## config.mk

```make
export PLATFORM = sky130hd
export DESIGN_NAME = transpose_pingpong_buffer
export DESIGN_NICKNAME = d
export VERILOG_FILES = /design/src/rtl/transpose_pingpong_buffer.sv
export SDC_FILE = /design/constraint.sdc
export NUM_CORES = 1
export LEC_CHECK = 0
export CAP_MARGIN = 20
export CORE_ASPECT_RATIO = 2
export CORE_MARGIN = 8
export CORE_UTILIZATION = 50
export CTS_BUF_LIST = sky130_fd_sc_hd__clkbuf_16
export CTS_CLUSTER_SIZE = 16
export DETAILED_ROUTE_END_ITERATION = 12
export DONT_BUFFER_PORTS = 1
export SYNTH_ARGS = -nofsm -noshare
export SYNTH_HDL_FRONTEND = slang
export SYNTH_SLANG_ARGS = --single-unit
```

## constraint.sdc

```tcl
create_clock -name clk -period 10.88 [get_ports clk]
set_input_delay 1.088 -clock clk [delete_from_list [all_inputs] [get_ports clk]]
set_output_delay 1.088 -clock clk [all_outputs]
set_load 0.03 [all_outputs]
```

## src/rtl/transpose_pingpong_buffer.sv

```systemverilog
// Streaming N x N matrix transposer with two ping-pong banks: rows in, columns out (optional macro TRANSPOSE_BYPASS_EN).
// Latency: first column is valid the cycle after the last row of a matrix is accepted.
// Backpressure: in_ready drops only when both banks hold unread data; out_ready low freezes the output column.
module transpose_pingpong_buffer #(
  parameter int DATA_WIDTH     = 16,
  parameter int SYSTOLIC_WIDTH = 4
) (
  input  logic                                 clk,
  input  logic                                 rst_n,
  input  logic                                 clear,
`ifdef TRANSPOSE_BYPASS_EN
  input  logic                                 cfg_bypass,
`endif
  input  logic [SYSTOLIC_WIDTH*DATA_WIDTH-1:0] in_data,
  input  logic                                 in_valid,
  output logic                                 in_ready,
  output logic [SYSTOLIC_WIDTH*DATA_WIDTH-1:0] out_data,
  output logic                                 out_valid,
  input  logic                                 out_ready,
  output logic                                 out_last,
  output logic                                 busy
);

  localparam int N  = SYSTOLIC_WIDTH;
  localparam int CW = (N > 1) ? $clog2(N) : 1;
  localparam logic [CW-1:0] LAST_IDX = CW'(N - 1);

  typedef enum logic [1:0] {
    EMPTY    = 2'd0,
    FILLING  = 2'd1,
    FULL     = 2'd2,
    DRAINING = 2'd3
  } bank_state_t;

  bank_state_t           bank_q [2];
  bank_state_t           bank_d [2];
  logic                  wr_bank;
  logic                  rd_bank;
  logic [CW-1:0]         row_cnt;
  logic [CW-1:0]         col_cnt;
  logic [DATA_WIDTH-1:0] mem [2][N][N];
  logic                  wr_fire;
  logic                  rd_fire;
  logic                  rd_bypass;

  // Handshake qualifiers depend only on registered bank state.
  assign in_ready  = (bank_q[wr_bank] == EMPTY) || (bank_q[wr_bank] == FILLING);
  assign out_valid = (bank_q[rd_bank] == FULL)  || (bank_q[rd_bank] == DRAINING);
  assign wr_fire   = in_valid  & in_ready;
  assign rd_fire   = out_valid & out_ready;
  assign out_last  = out_valid & (col_cnt == LAST_IDX);
  assign busy      = (bank_q[0] != EMPTY) || (bank_q[1] != EMPTY);

  // Bank state next-value: writer and reader never touch the same bank in the same state.
  always_comb begin
    for (int b = 0; b < 2; b++) begin
      bank_d[b] = bank_q[b];
      if (wr_fire && (wr_bank == 1'(b)))
        bank_d[b] = (row_cnt == LAST_IDX) ? FULL : FILLING;
      if (rd_fire && (rd_bank == 1'(b)))
        bank_d[b] = (col_cnt == LAST_IDX) ? EMPTY : DRAINING;
    end
  end

  // Bank state register; clear outranks any transfer in the same cycle.
  always_ff @(posedge clk or negedge rst_n) begin
    if (!rst_n) begin
      bank_q[0] <= EMPTY;
      bank_q[1] <= EMPTY;
    end else if (clear) begin
      bank_q[0] <= EMPTY;
      bank_q[1] <= EMPTY;
    end else begin
      bank_q[0] <= bank_d[0];
      bank_q[1] <= bank_d[1];
    end
  end

  // Row/column counters and bank pointers wrap and toggle at the end of each matrix.
  always_ff @(posedge clk or negedge rst_n) begin
    if (!rst_n) begin
      wr_bank <= 1'b0;
      rd_bank <= 1'b0;
      row_cnt <= '0;
      col_cnt <= '0;
    end else if (clear) begin
      wr_bank <= 1'b0;
      rd_bank <= 1'b0;
      row_cnt <= '0;
      col_cnt <= '0;
    end else begin
      if (wr_fire) begin
        if (row_cnt == LAST_IDX) begin
          row_cnt <= '0;
          wr_bank <= ~wr_bank;
        end else begin
          row_cnt <= row_cnt + 1'b1;
        end
      end
      if (rd_fire) begin
        if (col_cnt == LAST_IDX) begin
          col_cnt <= '0;
          rd_bank <= ~rd_bank;
        end else begin
          col_cnt <= col_cnt + 1'b1;
        end
      end
    end
  end

  // Element storage; contents are left as-is on reset since bank state gates all reads.
  always_ff @(posedge clk) begin
    if (wr_fire && !clear) begin
      for (int k = 0; k < N; k++)
        mem[wr_bank][row_cnt][k] <= in_data[k*DATA_WIDTH +: DATA_WIDTH];
    end
  end

`ifdef TRANSPOSE_BYPASS_EN
  logic [1:0] bypass_q;

  // Mode is latched once per bank as it leaves EMPTY, so mid-matrix changes are ignored.
  always_ff @(posedge clk or negedge rst_n) begin
    if (!rst_n) begin
      bypass_q <= 2'b00;
    end else if (wr_fire && !clear && (bank_q[wr_bank] == EMPTY)) begin
      bypass_q[wr_bank] <= cfg_bypass;
    end
  end

  assign rd_bypass = bypass_q[rd_bank];
`else
  assign rd_bypass = 1'b0;
`endif

  // Output column mux: lane r is M[r][col] (transpose) or M[col][r] (bypass); zero when idle.
  always_comb begin
    out_data = '0;
    if (out_valid) begin
      for (int r = 0; r < N; r++) begin
        if (rd_bypass)
          out_data[r*DATA_WIDTH +: DATA_WIDTH] = mem[rd_bank][col_cnt][r];
        else
          out_data[r*DATA_WIDTH +: DATA_WIDTH] = mem[rd_bank][r][col_cnt];
      end
    end
  end

endmodule

```

Yosys cells after proc, flatten, opt, wreduce, memory -nomap -nowiden
Memory sizes are Yosys's and may differ from the RTL's.
Index checks and enable logic that the tools add are counted.
- $add $sub $neg: 2
- magnitude comparators: 5
- eq/ne operators: 5
- muxes and demuxes: 819
- bitwise logic cells: 777
- reductions and logical operators: 21
- operator list (kind ; count):
    256-bit 2-to-1 mux ; 4
    1-bit 2-to-1 mux ; 775
    1-bit bitwise OR ; 768
    64-bit demux with 2-bit select ; 4
    16-bit 2-to-1 mux ; 9
    16-bit binary-select mux with 2-bit select ; 4
    64-bit 2-to-1 mux ; 2
    48-bit 2-to-1 mux ; 1
    2-bit 2-to-1 mux ; 18
    32-bit 2-to-1 mux ; 1
    2-bit nonzero test ; 6
    2-bit == test, second input constant ; 4
    3-bit >= comparator, second input constant ; 2
    1-bit logical AND ; 6
    2-bit inverter with 3-bit output ; 2
    3-bit nonzero test ; 2
    2-bit by 1-bit adder with 2-bit output, second input constant ; 2
    2-bit >= comparator, second input constant ; 2
    4-bit 2-to-1 mux ; 1
    1-bit inverter with 2-bit output ; 2
    2-bit AND reduction ; 2
    1-bit AND ; 3
    1-bit logical OR ; 3
    3-bit by 1-bit < comparator with 1-bit output, second input constant ; 1
    4 further kinds ; 5
- register bits: 10
- memory bits (writable): 512
- bits of input ports: 69
- output and inout bits: 68
- word-level logic and storage cells: 1636
- memories kept: 1
- memories (name ; depth ; width ; rd ports ; clocked after Yosys merged registers in ; wr ports ; line ; text):
    mem ; 2 ; 256 ; 1 ; 0 ; 1 ; 41 ; logic [DATA_WIDTH-1:0] mem [2][N][N];

Longest topological paths before layout
- word-level depth: 13
- mapped depth: 7
- depth with buffers taken out: 5

Worst setup path before layout
OpenSTA, ideal clock, no wires.
- kind: input to register
- start point: in in_valid
- end point: mem mem[0][100] (netlist name), enable pin
- arrival: 7572 ps
- required time: 10236 ps
- slack: 2664 ps
- stages on the path: 3
- path buffers: 1
- path through: clkbuf_1 -> nand2_1 -> nor4_1
- cells in the longest elaborated chain, start to end: 7
- RTL lines (what ; line ; text):
    start: declaration ; 15 ; input logic in_valid,
    1-bit AND (*) ; 49 ; assign wr_fire = in_valid & in_ready;
    1-bit logical AND (*) ; 113 ; if (wr_fire && !clear) begin
    1-bit 2-to-1 mux (*) ; 113 ;
    256-bit 2-to-1 mux (implied by the code) ; 115 ; mem[wr_bank][row_cnt][k] <= in_data[k*DATA_WIDTH +: DATA_WIDTH];
    1-bit bitwise OR (no line) (2 in series) ; -- ;
    1-bit bitwise OR (no line) (*) ; -- ;
    end: declaration ; 41 ;
Mark *: on every way between the ends. The rest lies on a longest branch, timed or not.

Worst setup path in the final report
- start point: reg col_cnt[0]
- end point: out out_data[24]
- cells in the longest elaborated chain, start to end: 5
- RTL lines (what ; line ; text):
    start: declaration ; 40 ; logic [CW-1:0] col_cnt;
    start signal: assignment ; 105 ; col_cnt <= col_cnt + 1'b1;
    2-bit inverter with 3-bit output (implied by the code) ; 144 ; out_data[r*DATA_WIDTH +: DATA_WIDTH] = mem[rd_bank][r][col_cnt];
    16-bit binary-select mux with 2-bit select ; 144 ;
    16-bit 2-to-1 mux (implied by the code) (2 in series) ; 144 ;
    64-bit 2-to-1 mux ; 139 ; if (out_valid) begin
    end: declaration ; 17 ; output logic [SYSTOLIC_WIDTH*DATA_WIDTH-1:0] out_data,
Every way passes these cells. The select of a mux whose other input is x is not followed.

==> impl_metrics.tcl <==
set metrics [dict create \
    clock_path_buffers 3 \
    slew_viol_final 0 \
    start_util_pct 50.3 \
    layout.nets 1307 \
    max-slew-margin-rel_pct 24.1 \
    cts_root_buffer "clkbuf_16" \
    reg2reg_depth 4 \
    syn_inst 1265 \
    routed_wl_um 48200 \
    post_cts_resize_count 0 \
    cts_tree "built" \
    tightest_slew_ns 1.14 \
    yosys_register_bits 522 \
    gr-total-overflow 0 \
    yosysMostFrequentCell "edfxtp_1" \
    grt_max_degree 65 \
    arrival_ns 3.92 \
    via_count 11200 \
    r2r_slack_ns 7.45 \
    rows 110 \
    ios 137 \
    synthAdderAreaFrac_pct 0.279 \
    dpl.hpwl_um 26700 \
    yosysSeqAreaShare_pct 69.7 \
    cp_common_cell "buf_4" \
    min_path_type "in2async" \
    period_needed_ns 5.01 \
    clock.fmax_mhz 200 \
    crit_type "reg2out" \
    ir_drop_mv 0.142 \
    die_area_sq_mm 0.0523 \
    routedWlPerCell_um 26.3 \
    synth_top_family_by_area "multiplexers" \
    r2r-end "mem[1][1]" \
    synthSimpleGateAreaFrac_pct 1.07 \
    finClkSkew_ns 0.0157 \
    h-tree-depth 2 \
    crit_chain "buf_4 > buf_4 > mux2i_1 > o221ai_1" \
    clk_pin_slew_ns 0.07 \
    postCtsHoldBufs 0 \
    hold_viol 0 \
    yosys-top-cells-count "512 x edfxtp_1, 257 x mux2i_1, 145 x mux2_2" \
    r2r-start "wr_bank" \
    power_mw 4.03 \
    setup_viol 0 \
    dr.first_iter.drc_count 666 \
    synth_compound_area_share_pct 5.52 \
    synth_area_sq_mm 0.0224 \
    powerDensity_mw_per_mm2 165 \
    synthXorXnorAreaFrac_pct 0 \
    first_pass_iters 5 \
    slowest_delay_ns 0.93 \
    cts.sinks 522 \
    syn_avg_cell_area_sq_um 17.7 \
    finalCritPeriodShare_pct 46.1 \
    insertion_delay_ns 0.55 \
    antenna_found_initial 0 \
    grt_util_all_layers_pct 18.2 \
    syn-num-nets 1339 \
    synth.distinct_cells 39 \
    slowest_stage "dfrtp_4" \
    ant_nets 0 \
    die_h_um 316 \
    synth.area.mux_share_pct 21.2 \
    synth_area_leader_cell "edfxtp_1" \
    yosysWarnings 0 \
    endpoint_kind "output port" \
    synthArstFlopShare_pct 1.92 \
    syn_to_final_growth_pct 8.73 \
    crit_required_ns 9.79 \
    holdWs_ns 0.226 \
    rsz0062_at_grt "false" \
    synth_ff_type "edfxtp_1" \
    fp.coreArea_sq_mm 0.0446 \
    status "complete, no violations" \
    yosys.area.top_type_share_pct 68.5 \
    antenna_cells 0 \
    synth_area_leaders "edfxtp_1 69%, mux2i_1 11%, mux2_2 7.3%" \
    grt_pass1_wl_um 73300 \
    numPortBuffers 0 \
    tns_ns 0 \
    startpoint_type "flip-flop" \
    drive_above_1_share_pct 19.4 \
    synth_edf_count 512 \
    p_leak_nw 7.26 \
    fill_cells 3482 \
    drv_cap 0 \
    cts_buffers 47 \
    fp.dieW_um 166 \
    routed_via_density 6.11 \
    postCtsSetupBuffers 0 \
    gp_congestion 0.747 \
    worstPathMaxFanout 56 \
    grt_pass1_vias 12000 \
    drc 0 \
]
==> how the worst max path moves through the flow <==
| stage | start | endpoint | cells after the start |
|---|---|---|---|
| 4_1_cts | col_cnt[0] | out_data[24] | 4 |
| 5_1_grt | col_cnt[0] | out_data[10] | 4 |
| 3_5_place_dp | col_cnt[0] | out_data[24] | 4 |
| 6_report | col_cnt[0] | out_data[24] | 4 |
| 3_3_place_gp | col_cnt[0] | out_data[24] | 4 |
| 2_1_floorplan | in_valid | mem[0][100] | 3 |
==> final cells by class <==
class / count / area (sq um) / share of cell area, %
clock inverter: 38 / 329 / 1.35
timing repair buffer: 17 / 128 / 0.523
tap: 560 / 701 / 2.87
multi-input combinational: 638 / 6350 / 26.0
inverter: 7 / 26.3 / 0.108
sequential: 522 / 15600 / 64.1
clock buffer: 49 / 1230 / 5.03
==> registers in the layout, indices dropped and copies added, names as in the netlist <==
| name | count |
|---|---|
| bank_q | 4 |
| col_cnt | 2 |
| mem | 512 |
| rd_bank | 1 |
| row_cnt | 2 |
| wr_bank | 1 |
==> cell usage in the layout, fill, tap and decap left out, types with 4 or more instances in the layout <==
cell type / instances
and2_4: 4
mux2i_1: 257
clkinv_2: 8
clkinv_1: 9
mux2_1: 48
dfrtp_1: 9
a21oi_1: 5
nand2_1: 5
mux2_2: 145
bufinv_16: 6
o22a_1: 64
o221ai_1: 64
ha_1: 5
clkbuf_16: 49
nor3_4: 4
nor4_2: 4
edfxtp_1: 512
inv_1: 18
nor2_1: 4
buf_4: 17
==> stage by stage <==
step           instances  util, %  instance area [sq um]  setup slack (ns)
2_1_floorplan       1265        -                  22400              2.66
3_3_place_gp        1744     51.2                  22800              6.46
3_5_place_dp        1744     51.2                  22800              6.40
4_1_cts             1831     54.7                  24400              5.80
5_1_grt             1831     54.7                  24400              5.63
6_report            1831     54.7                  24400              5.87
==> per-layer routing <==
layer	global-route usage, %	wire length (um)	up-vias
met5	0	0	-
met4	6.79	1590	0
met3	4.25	2970	90
met2	32.2	24700	300
met1	21.1	18900	5726
li1	-	-	5070
==> cells by family (layout without fill, tap and decap cells) <==
kind of cell	count (synthesis)	count (layout)
AOI/OAI and AO/OA	146	146
adders and majority gates	5	5
buffers and inverters	105	111
DFF	522	522
muxes	451	451
and+or+nand+nor	36	36
==> where the power goes <==
part,internal (mW),switching [mW]
combinational,0.0528,0.0665
clock,0.958,0.701
sequential,2.24,0.00703
==> worst max-delay path, delay by kind of cell (launching register included) <==
kind / cells / cell delay [ns]
buf+inv: 2 / 1.50
flops: 1 / 0.93
compound gates: 1 / 0.71
mux: 1 / 0.15
Note: power is estimated with default switching activity, not from simulation.
